File: src/rtl/ps2_kbd_rx_pkg.sv
// ps2_pkg: shared types and constants for the PS/2 keyboard receiver.
//   ps2_state_e  - frame FSM states
//   PS2_PFX_*    - prefix bytes that modify the following key event
//   PS2_DROP_*   - keyboard status/response bytes that never become events
//   key_event_t  - 10-bit packed key event {pressed, extended, code}
package ps2_pkg;

   typedef enum logic [1:0] {
      ST_IDLE,
      ST_DATA,
      ST_PARITY,
      ST_STOP
   } ps2_state_e;

   localparam logic [7:0] PS2_PFX_EXT = 8'hE0;
   localparam logic [7:0] PS2_PFX_REL = 8'hF0;

   localparam logic [7:0] PS2_DROP_ACK    = 8'hFA;
   localparam logic [7:0] PS2_DROP_BATOK  = 8'hAA;
   localparam logic [7:0] PS2_DROP_ECHO   = 8'hEE;
   localparam logic [7:0] PS2_DROP_RESEND = 8'hFE;
   localparam logic [7:0] PS2_DROP_ERR0   = 8'h00;
   localparam logic [7:0] PS2_DROP_ERR1   = 8'hFF;

   typedef struct packed {
      logic       pressed;
      logic       extended;
      logic [7:0] code;
   } key_event_t;

   // Keyboard housekeeping bytes are swallowed without touching the prefix flags.
   function automatic logic isDropCode(input logic [7:0] b);
      return (b == PS2_DROP_ACK)    || (b == PS2_DROP_BATOK) ||
             (b == PS2_DROP_ECHO)   || (b == PS2_DROP_RESEND) ||
             (b == PS2_DROP_ERR0)   || (b == PS2_DROP_ERR1);
   endfunction

endpackage

File: src/rtl/ps2_kbd_rx_if.sv
// ps2_kbd_rx_if: key event handshake between the PS/2 receiver and the
// keyboard matrix logic.
//   key_valid    - event available (master -> slave)
//   key_ready    - consumer accepts the event (slave -> master)
//   key_code     - set 2 scancode with prefixes stripped
//   key_pressed  - 1 = make, 0 = break
//   key_extended - E0 prefix seen
interface ps2_kbd_rx_if;
   logic       key_valid;
   logic       key_ready;
   logic [7:0] key_code;
   logic       key_pressed;
   logic       key_extended;

   modport master (output key_valid, key_code, key_pressed, key_extended,
                   input  key_ready);
   modport slave  (input  key_valid, key_code, key_pressed, key_extended,
                   output key_ready);
endinterface

File: src/rtl/ps2_event_fifo.sv
// ps2_event_fifo: synchronous FIFO of key events with drop-on-full.
//   clk_sys, reset - system clock, async active-high reset
//   push_i/data_i  - write request and event
//   pop_i          - read request (ignored while empty)
//   data_o         - head event, valid while empty_o = 0
//   empty_o        - FIFO empty
//   overflow_o     - one-cycle pulse when a push is dropped
module ps2_event_fifo
   import ps2_pkg::*;
#(
   parameter int DEPTH = 4
) (
   input  logic       clk_sys,
   input  logic       reset,
   input  logic       push_i,
   input  key_event_t data_i,
   input  logic       pop_i,
   output key_event_t data_o,
   output logic       empty_o,
   output logic       overflow_o
);

   localparam int AW = (DEPTH > 1) ? $clog2(DEPTH) : 1;

   key_event_t    mem_q [DEPTH];
   logic [AW:0]   wrPtr_q, rdPtr_q;
   logic          overflow_q;
   logic          full, doPop, doPush;

   // Pointers carry one extra wrap bit so full and empty are distinguishable.
   assign empty_o = (wrPtr_q == rdPtr_q);
   assign full    = (wrPtr_q[AW] != rdPtr_q[AW]) &&
                    (wrPtr_q[AW-1:0] == rdPtr_q[AW-1:0]);
   assign doPop   = pop_i & ~empty_o;
   // A pop in the same cycle frees the slot the push is about to use.
   assign doPush  = push_i & (~full | doPop);

   assign data_o     = mem_q[rdPtr_q[AW-1:0]];
   assign overflow_o = overflow_q;

   // Storage, pointers and the overflow pulse.
   always_ff @(posedge clk_sys or posedge reset) begin
      if (reset) begin
         for (int i = 0; i < DEPTH; i++) mem_q[i] <= '0;
         wrPtr_q    <= '0;
         rdPtr_q    <= '0;
         overflow_q <= 1'b0;
      end else begin
         overflow_q <= push_i & full & ~doPop;
         if (doPush) begin
            mem_q[wrPtr_q[AW-1:0]] <= data_i;
            wrPtr_q <= wrPtr_q + (AW+1)'(1);
         end
         if (doPop) rdPtr_q <= rdPtr_q + (AW+1)'(1);
      end
   end

endmodule

File: src/rtl/ps2_kbd_rx.sv
// ps2_kbd_rx: PS/2 keyboard receiver running entirely on clk_sys.
// Deserialises 11-bit frames, checks odd parity and stop bit, folds E0/F0
// prefixes into one event per key and hands events to the keyboard matrix.
//   clk_sys, reset     - system clock, async active-high reset
//   ps2_clk, ps2_data  - PS/2 lines from HPS I/O (asynchronous, idle high)
//   kbd (master)       - key_valid/key_ready/key_code/key_pressed/key_extended
//   frame_err          - one-cycle pulse on bad frame or timeout
//   overflow           - one-cycle pulse when an event is dropped (FIFO build)
// Build option: define PS2_KBD_RX_FIFO_EN for a FIFO_DEPTH event FIFO with
// valid/ready handshake; otherwise key_valid is a single-cycle pulse.
module ps2_kbd_rx
   import ps2_pkg::*;
#(
   parameter int TIMEOUT    = 8000,
   parameter int FIFO_DEPTH = 4
) (
   input  logic clk_sys,
   input  logic reset,
   input  logic ps2_clk,
   input  logic ps2_data,
   ps2_kbd_rx_if.master kbd,
   output logic frame_err,
   output logic overflow
);

   localparam int TW = $clog2(TIMEOUT + 1);

   logic [1:0]  clkSync_q, dataSync_q;
   logic        clkPrev_q;
   logic        fall, dataBit;

   ps2_state_e  state_q;
   logic [7:0]  shift_q, byte_q;
   logic [2:0]  bitCnt_q;
   logic        parity_q, byteValid_q, frameErr_q;
   logic [TW-1:0] tmo_q;

   logic        ext_q, rel_q, ext_d, rel_d;
   logic        emit;
   key_event_t  evt;

   // Two-stage synchronisers plus a delayed copy of the clock for edge detection.
   always_ff @(posedge clk_sys or posedge reset) begin
      if (reset) begin
         clkSync_q  <= 2'b11;
         dataSync_q <= 2'b11;
         clkPrev_q  <= 1'b1;
      end else begin
         clkSync_q  <= {clkSync_q[0], ps2_clk};
         dataSync_q <= {dataSync_q[0], ps2_data};
         clkPrev_q  <= clkSync_q[1];
      end
   end

   assign fall    = clkPrev_q & ~clkSync_q[1];
   assign dataBit = dataSync_q[1];

   // Frame FSM with the inactivity timeout. The timeout counter holds the number
   // of cycles since the last edge, so frame_err appears TIMEOUT cycles after it.
   always_ff @(posedge clk_sys or posedge reset) begin
      if (reset) begin
         state_q     <= ST_IDLE;
         shift_q     <= '0;
         byte_q      <= '0;
         bitCnt_q    <= '0;
         parity_q    <= 1'b0;
         byteValid_q <= 1'b0;
         frameErr_q  <= 1'b0;
         tmo_q       <= '0;
      end else begin
         byteValid_q <= 1'b0;
         frameErr_q  <= 1'b0;
         if (state_q == ST_IDLE)           tmo_q <= '0;
         else if (fall)                    tmo_q <= TW'(1);
         else if (tmo_q != TW'(TIMEOUT))   tmo_q <= tmo_q + TW'(1);

         if (fall) begin
            unique case (state_q)
               ST_IDLE: begin
                  if (!dataBit) begin
                     state_q  <= ST_DATA;
                     bitCnt_q <= '0;
                  end
               end
               ST_DATA: begin
                  shift_q  <= {dataBit, shift_q[7:1]};
                  bitCnt_q <= bitCnt_q + 3'd1;
                  if (bitCnt_q == 3'd7) state_q <= ST_PARITY;
               end
               ST_PARITY: begin
                  parity_q <= dataBit;
                  state_q  <= ST_STOP;
               end
               ST_STOP: begin
                  if (dataBit && (^{shift_q, parity_q})) begin
                     byteValid_q <= 1'b1;
                     byte_q      <= shift_q;
                  end else begin
                     frameErr_q  <= 1'b1;
                  end
                  state_q <= ST_IDLE;
               end
               default: state_q <= ST_IDLE;
            endcase
         end else if (state_q != ST_IDLE && tmo_q == TW'(TIMEOUT - 1)) begin
            frameErr_q <= 1'b1;
            state_q    <= ST_IDLE;
         end
      end
   end

   assign frame_err = frameErr_q;

   // Prefix decoder: E0/F0 only arm flags; any frame error also disarms them so
   // a half-received prefix sequence cannot leak into the next key.
   always_comb begin
      ext_d        = ext_q;
      rel_d        = rel_q;
      emit         = 1'b0;
      evt.pressed  = ~rel_q;
      evt.extended = ext_q;
      evt.code     = byte_q;
      if (frameErr_q) begin
         ext_d = 1'b0;
         rel_d = 1'b0;
      end else if (byteValid_q) begin
         if (byte_q == PS2_PFX_EXT)      ext_d = 1'b1;
         else if (byte_q == PS2_PFX_REL) rel_d = 1'b1;
         else if (!isDropCode(byte_q)) begin
            emit  = 1'b1;
            ext_d = 1'b0;
            rel_d = 1'b0;
         end
      end
   end

   // Prefix flag registers.
   always_ff @(posedge clk_sys or posedge reset) begin
      if (reset) begin
         ext_q <= 1'b0;
         rel_q <= 1'b0;
      end else begin
         ext_q <= ext_d;
         rel_q <= rel_d;
      end
   end

`ifdef PS2_KBD_RX_FIFO_EN
   key_event_t head;
   logic       fifoEmpty;

   ps2_event_fifo #(.DEPTH(FIFO_DEPTH)) u_fifo (
      .clk_sys    (clk_sys),
      .reset      (reset),
      .push_i     (emit),
      .data_i     (evt),
      .pop_i      (kbd.key_ready),
      .data_o     (head),
      .empty_o    (fifoEmpty),
      .overflow_o (overflow)
   );

   assign kbd.key_valid    = ~fifoEmpty;
   assign kbd.key_code     = head.code;
   assign kbd.key_pressed  = head.pressed;
   assign kbd.key_extended = head.extended;
`else
   key_event_t outEvt_q;
   logic       outValid_q;
   logic       unusedReady;

   // Single output register: fields hold until the next event, valid pulses once.
   always_ff @(posedge clk_sys or posedge reset) begin
      if (reset) begin
         outEvt_q   <= '0;
         outValid_q <= 1'b0;
      end else begin
         outValid_q <= emit;
         if (emit) outEvt_q <= evt;
      end
   end

   assign unusedReady      = kbd.key_ready;
   assign overflow         = 1'b0;
   assign kbd.key_valid    = outValid_q;
   assign kbd.key_code     = outEvt_q.code;
   assign kbd.key_pressed  = outEvt_q.pressed;
   assign kbd.key_extended = outEvt_q.extended;
`endif

endmodule

File: src/flat_wrapper.sv
// flat-port wrapper written by rule: the top's interface ports become plain ports
module ps2_kbd_rx_flat import ps2_pkg::*;
#(
   parameter int TIMEOUT    = 8000,
   parameter int FIFO_DEPTH = 4
)
  (clk_sys, reset, ps2_clk, ps2_data, frame_err, overflow, kbd_key_valid, kbd_key_code, kbd_key_pressed, kbd_key_extended, kbd_key_ready);
  ps2_kbd_rx_if kbd_i ();
  input  logic clk_sys;
  input  logic reset;
  input  logic ps2_clk;
  input  logic ps2_data;
  output logic frame_err;
  output logic overflow;
  output wire logic [$bits(kbd_i.key_valid)-1:0] kbd_key_valid;
  output wire logic [$bits(kbd_i.key_code)-1:0] kbd_key_code;
  output wire logic [$bits(kbd_i.key_pressed)-1:0] kbd_key_pressed;
  output wire logic [$bits(kbd_i.key_extended)-1:0] kbd_key_extended;
  input wire logic [$bits(kbd_i.key_ready)-1:0] kbd_key_ready;
  assign kbd_key_valid = kbd_i.key_valid;
  assign kbd_key_code = kbd_i.key_code;
  assign kbd_key_pressed = kbd_i.key_pressed;
  assign kbd_key_extended = kbd_i.key_extended;
  assign kbd_i.key_ready = kbd_key_ready;
  ps2_kbd_rx #(.TIMEOUT(TIMEOUT), .FIFO_DEPTH(FIFO_DEPTH)) u_core (.clk_sys(clk_sys), .reset(reset), .ps2_clk(ps2_clk), .ps2_data(ps2_data), .kbd(kbd_i), .frame_err(frame_err), .overflow(overflow));
endmodule
File: config.mk
export PLATFORM = sky130hd
export DESIGN_NAME = ps2_kbd_rx_flat
export DESIGN_NICKNAME = d
export VERILOG_FILES = /design/src/rtl/ps2_kbd_rx_pkg.sv /design/src/rtl/ps2_kbd_rx_if.sv /design/src/rtl/ps2_event_fifo.sv /design/src/rtl/ps2_kbd_rx.sv /design/src/flat_wrapper.sv
export SDC_FILE = /design/constraint.sdc
export NUM_CORES = 1
export LEC_CHECK = 0
export CAP_MARGIN = 0
export CORE_MARGIN = 8
export CORE_UTILIZATION = 55
export DETAILED_ROUTE_END_ITERATION = 6
export DONT_BUFFER_PORTS = 1
export PLACE_DENSITY = 0.84
export SLEW_MARGIN = 20
export SYNTH_ARGS = -nofsm -noshare
export SYNTH_HDL_FRONTEND = slang
export SYNTH_SLANG_ARGS = --single-unit
File: constraint.sdc
create_clock -name clk_sys -period 1.77 [get_ports clk_sys]
set_clock_uncertainty 0.1 [all_clocks]
set_input_delay 0.354 -clock clk_sys [delete_from_list [all_inputs] [get_ports clk_sys]]
set_output_delay 0.354 -clock clk_sys [all_outputs]
set_load 0.005 [all_outputs]
==> flow_metrics.env <==
export IMPL_p_per_area_nw_per_um2=1130
export IMPL_ys_warnings_count=0
export IMPL_maxSlewHeadroom=0.647
export IMPL_arrival_ps=2120
export IMPL_synth_edf_count=0
export IMPL_violations="setup timing"
export IMPL_fill_cells=281
export IMPL_synth_top_family_by_area="multiplexers"
export IMPL_synth_compound_area_frac=0.0543
export IMPL_instances_no_fill=312
export IMPL_dp_slack_ps=-186
export IMPL_worst_ep_required_time_ps=1870
export IMPL_clk_latency_ps=300
export IMPL_reg2reg_depth=5
export IMPL_p_leak_uw=0.00154
export IMPL_min_period_over_period=1.14
export IMPL_antenna_cells=0
export IMPL_grt_pass1_wl_microns=8340
export IMPL_via_per_inst=5.55
export IMPL_die_h_microns=82.9
export IMPL_vdd_drop_max_v=0.000900
export IMPL_gr_total_overflow=0
export IMPL_status="finished with violations"
export IMPL_cts_root_buf="clkbuf_8"
export IMPL_clock_sinks=55
export IMPL_ys_seq_area_frac=0.561
export IMPL_die_width_microns=82.9
export IMPL_synth_cell_area_sq_um=2460
export IMPL_clock_fmax_ghz=0.494
export IMPL_via_count=1733
export IMPL_hold_viol=0
export IMPL_initial_core_util=0.570
export IMPL_die_area_sq_um=6880
export IMPL_wirelength_microns=5210
export IMPL_grt_usage=0.142
export IMPL_wl_per_cell_microns=16.7
export IMPL_worstHoldStart="u_core.dataSync_q[0]"
export IMPL_drv_slew=0
export IMPL_cp_start_kind="register"
export IMPL_power_total_uw=3680
export IMPL_antenna_found_initial=0
export IMPL_worstHoldPathType="register to register"
export IMPL_synth_fa_ha_area_frac=0.0406
export IMPL_worstMarginPinSlew_ps=528
export IMPL_critPathMaxFanout=4
export IMPL_yosys_area_share_simple=0.126
export IMPL_dp_hpwl_microns=3290
export IMPL_drt_pass1_iter_count=4
export IMPL_async_flop_share=1.00
export IMPL_ff2ff_setup_slack_ps=-260
export IMPL_ys_ff_latch=55
export IMPL_fin_nets=272
export IMPL_place_gp_congestion=0.797
export IMPL_cts_buffers=5
export IMPL_cts_tree="done"
export IMPL_worst_slack_ps=-255
export IMPL_drtIter0Drc=66
export IMPL_grt_max_degree=25
export IMPL_synth_cell_types=40
export IMPL_worstHoldPathCells=0
export IMPL_syn_to_final_growth_pct=31.8
export IMPL_max_cap_viol_count=0
export IMPL_min_to="u_core.dataSync_q[1]"
export IMPL_critical_path_class="register to register"
export IMPL_r2r_end="u_core.byte_q[4]"
export IMPL_synth_xor_area_frac=0.0619
export IMPL_synthCells=201
export IMPL_port_buffers=0
export IMPL_rows=24
export IMPL_rsz0062_at_grt="yes"
export IMPL_postSynth_topFlopCell="dfrtp_1"
export IMPL_drive_gt1_frac=0.485
export IMPL_layout_min_cycle_time_ps=2030
export IMPL_drc=0
export IMPL_ant_nets=0
export IMPL_dp_cells=290
export IMPL_grt_pass1_vias=1786
export IMPL_clock_path_buffers=2
export IMPL_muxShareOfSynthArea=0.131
export IMPL_pin_count=18
export IMPL_core_area_sq_um=4320
export IMPL_reg2reg_from="u_core.parity_q"
export IMPL_syn_avg_cell_area_sq_um=12.3
export IMPL_setup_viol=22
export IMPL_clk_pin_slew_ps=90
export IMPL_synth_nets=214
export IMPL_htree_num_levels=2
export IMPL_critPathCaptureType="register"
-- cells in the mapped netlist, types with 2 or more instances --
| master | instances | area share |
|---|---|---|
| dfstp_2 | 5 | 0.053 |
| nand2b_1 | 3 | 0.0076 |
| nand2_1 | 13 | 0.020 |
| nor2_1 | 14 | 0.021 |
| ha_1 | 8 | 0.041 |
| o21ai_0 | 5 | 0.010 |
| a32o_1 | 2 | 0.0081 |
| xor2_1 | 8 | 0.028 |
| or3_1 | 2 | 0.0051 |
| dfrtp_1 | 50 | 0.51 |
| nor4_1 | 3 | 0.0076 |
| clkbuf_1 | 2 | 0.0030 |
| inv_1 | 10 | 0.015 |
| nor3_1 | 4 | 0.0081 |
| nand4_1 | 5 | 0.013 |
| a21oi_1 | 7 | 0.014 |
| mux2_2 | 27 | 0.12 |
| nand3_1 | 5 | 0.010 |
| mux2i_1 | 2 | 0.0081 |
| and3_1 | 2 | 0.0051 |
| xnor2_1 | 5 | 0.018 |
-- logic make-up (layout without fill, tap and decap cells) --
| kind of cell | count (synthesis) | in the layout |
|---|---|---|
| xor+xnor | 15 | 15 |
| simple gates | 58 | 59 |
| other cells | 1 | 1 |
| buf+inv | 14 | 72 |
| flops | 55 | 55 |
| fa+ha+maj | 8 | 8 |
| mux | 29 | 29 |
| compound gates | 21 | 21 |
-- what timing repair did --
action                                  in CTS  in global routing
resized for setup                            8                 35
gates cloned                                 0                  2
hold endpoints to repair                    23                  0
endpoints found under the setup margin      22                 38
buffers inserted                             5                  4
pin swaps                                    6                 13
hold buffers                                 3                  0
-- cell type report --
type	count	area [sq um]	share of cell area
clock buffers	7	76.3	0.0235
clock inverters	1	30.0	0.00924
inverters	10	41.3	0.0127
multi-input cells	133	1200	0.371
flip-flops and latches	55	1390	0.428
well taps	52	65.1	0.0200
repair buffers	54	442	0.136
-- metrics by stage --
step	setup TNS (ps)	area (sq um)	hold slack, ps	util
2_1_floorplan	-666	2490	245	-
3_3_place_gp	-1450	2850	180	0.659
3_5_place_dp	-2250	2850	184	0.659
4_1_cts	-1960	3060	264	0.707
5_1_grt	-4480	3250	266	0.751
6_report	-2580	3250	262	0.751
-- routing by layer --
metal	GRT usage	share of wire	routed length, microns
met3	0.0459	0.043	222
met4	0.0479	0.015	76
met2	0.251	0.53	2770
met1	0.157	0.41	2130
met5	0	0	0
-- placed cells by master (no fill, tap or decap), drive strengths merged, types with 2 or more instances in the layout --
cell	synthesis	layout
or3	2	2
nand2b	3	3
xnor2	6	6
ha	8	8
clkbuf	2	8
a21oi	7	7
o21ai	5	5
nor2	14	14
a32o	2	2
nand3	5	5
xor2	8	8
nand2	13	13
dfrtp	50	50
buf	2	50
dlygate4sd3	0	3
mux2i	2	2
and3	2	2
nor3	4	4
mux2	27	27
nor4	3	3
inv	10	9
nand4	6	7
dfstp	5	5
-- state kept, by name, indices dropped and copies added (netlist names) --
name / cells
u_core.frame_err: 1
u_core.shift_q: 8
u_core.ext_q: 1
u_core.rel_q: 1
u_core.byteValid_q: 1
u_core.kbd.key_code: 8
u_core.kbd.key_valid: 1
u_core.clkPrev_q: 1
u_core.clkSync_q: 2
u_core.byte_q: 8
u_core.bitCnt_q: 3
u_core.dataSync_q: 2
u_core.state_q: 2
u_core.tmo_q: 13
u_core.kbd.key_extended: 1
u_core.parity_q: 1
u_core.kbd.key_pressed: 1
-- worst max path at each step --
| stage | depth (start not counted) | endpoint | slack (ps) | startpoint |
|---|---|---|---|---|
| CTS | 5 | u_core.byte_q[5] | -210 | u_core.shift_q[5] |
| global placement | 5 | u_core.byte_q[7] | -130 | u_core.shift_q[6] |
| detailed placement | 5 | u_core.byte_q[5] | -190 | u_core.shift_q[5] |
| floorplan | 5 | u_core.byte_q[0] | -80 | u_core.shift_q[5] |
| global route | 5 | u_core.byte_q[4] | -340 | u_core.shift_q[5] |
| finish | 5 | u_core.byte_q[4] | -260 | u_core.parity_q |
-- worst max-delay path: stages (launching register included) --
cell and delay [ps]:
dfrtp_1 410, xnor2_1 190, xnor3_2 500, xnor2_4 240, nand4_4 160, mux2_4 330
-- where the power goes --
group	total, uW	switching [uW]	internal (uW)
clock network	804	381	424
logic	1400	607	789
registers	1470	99.5	1380
Power figures use the tool's default switching activity.
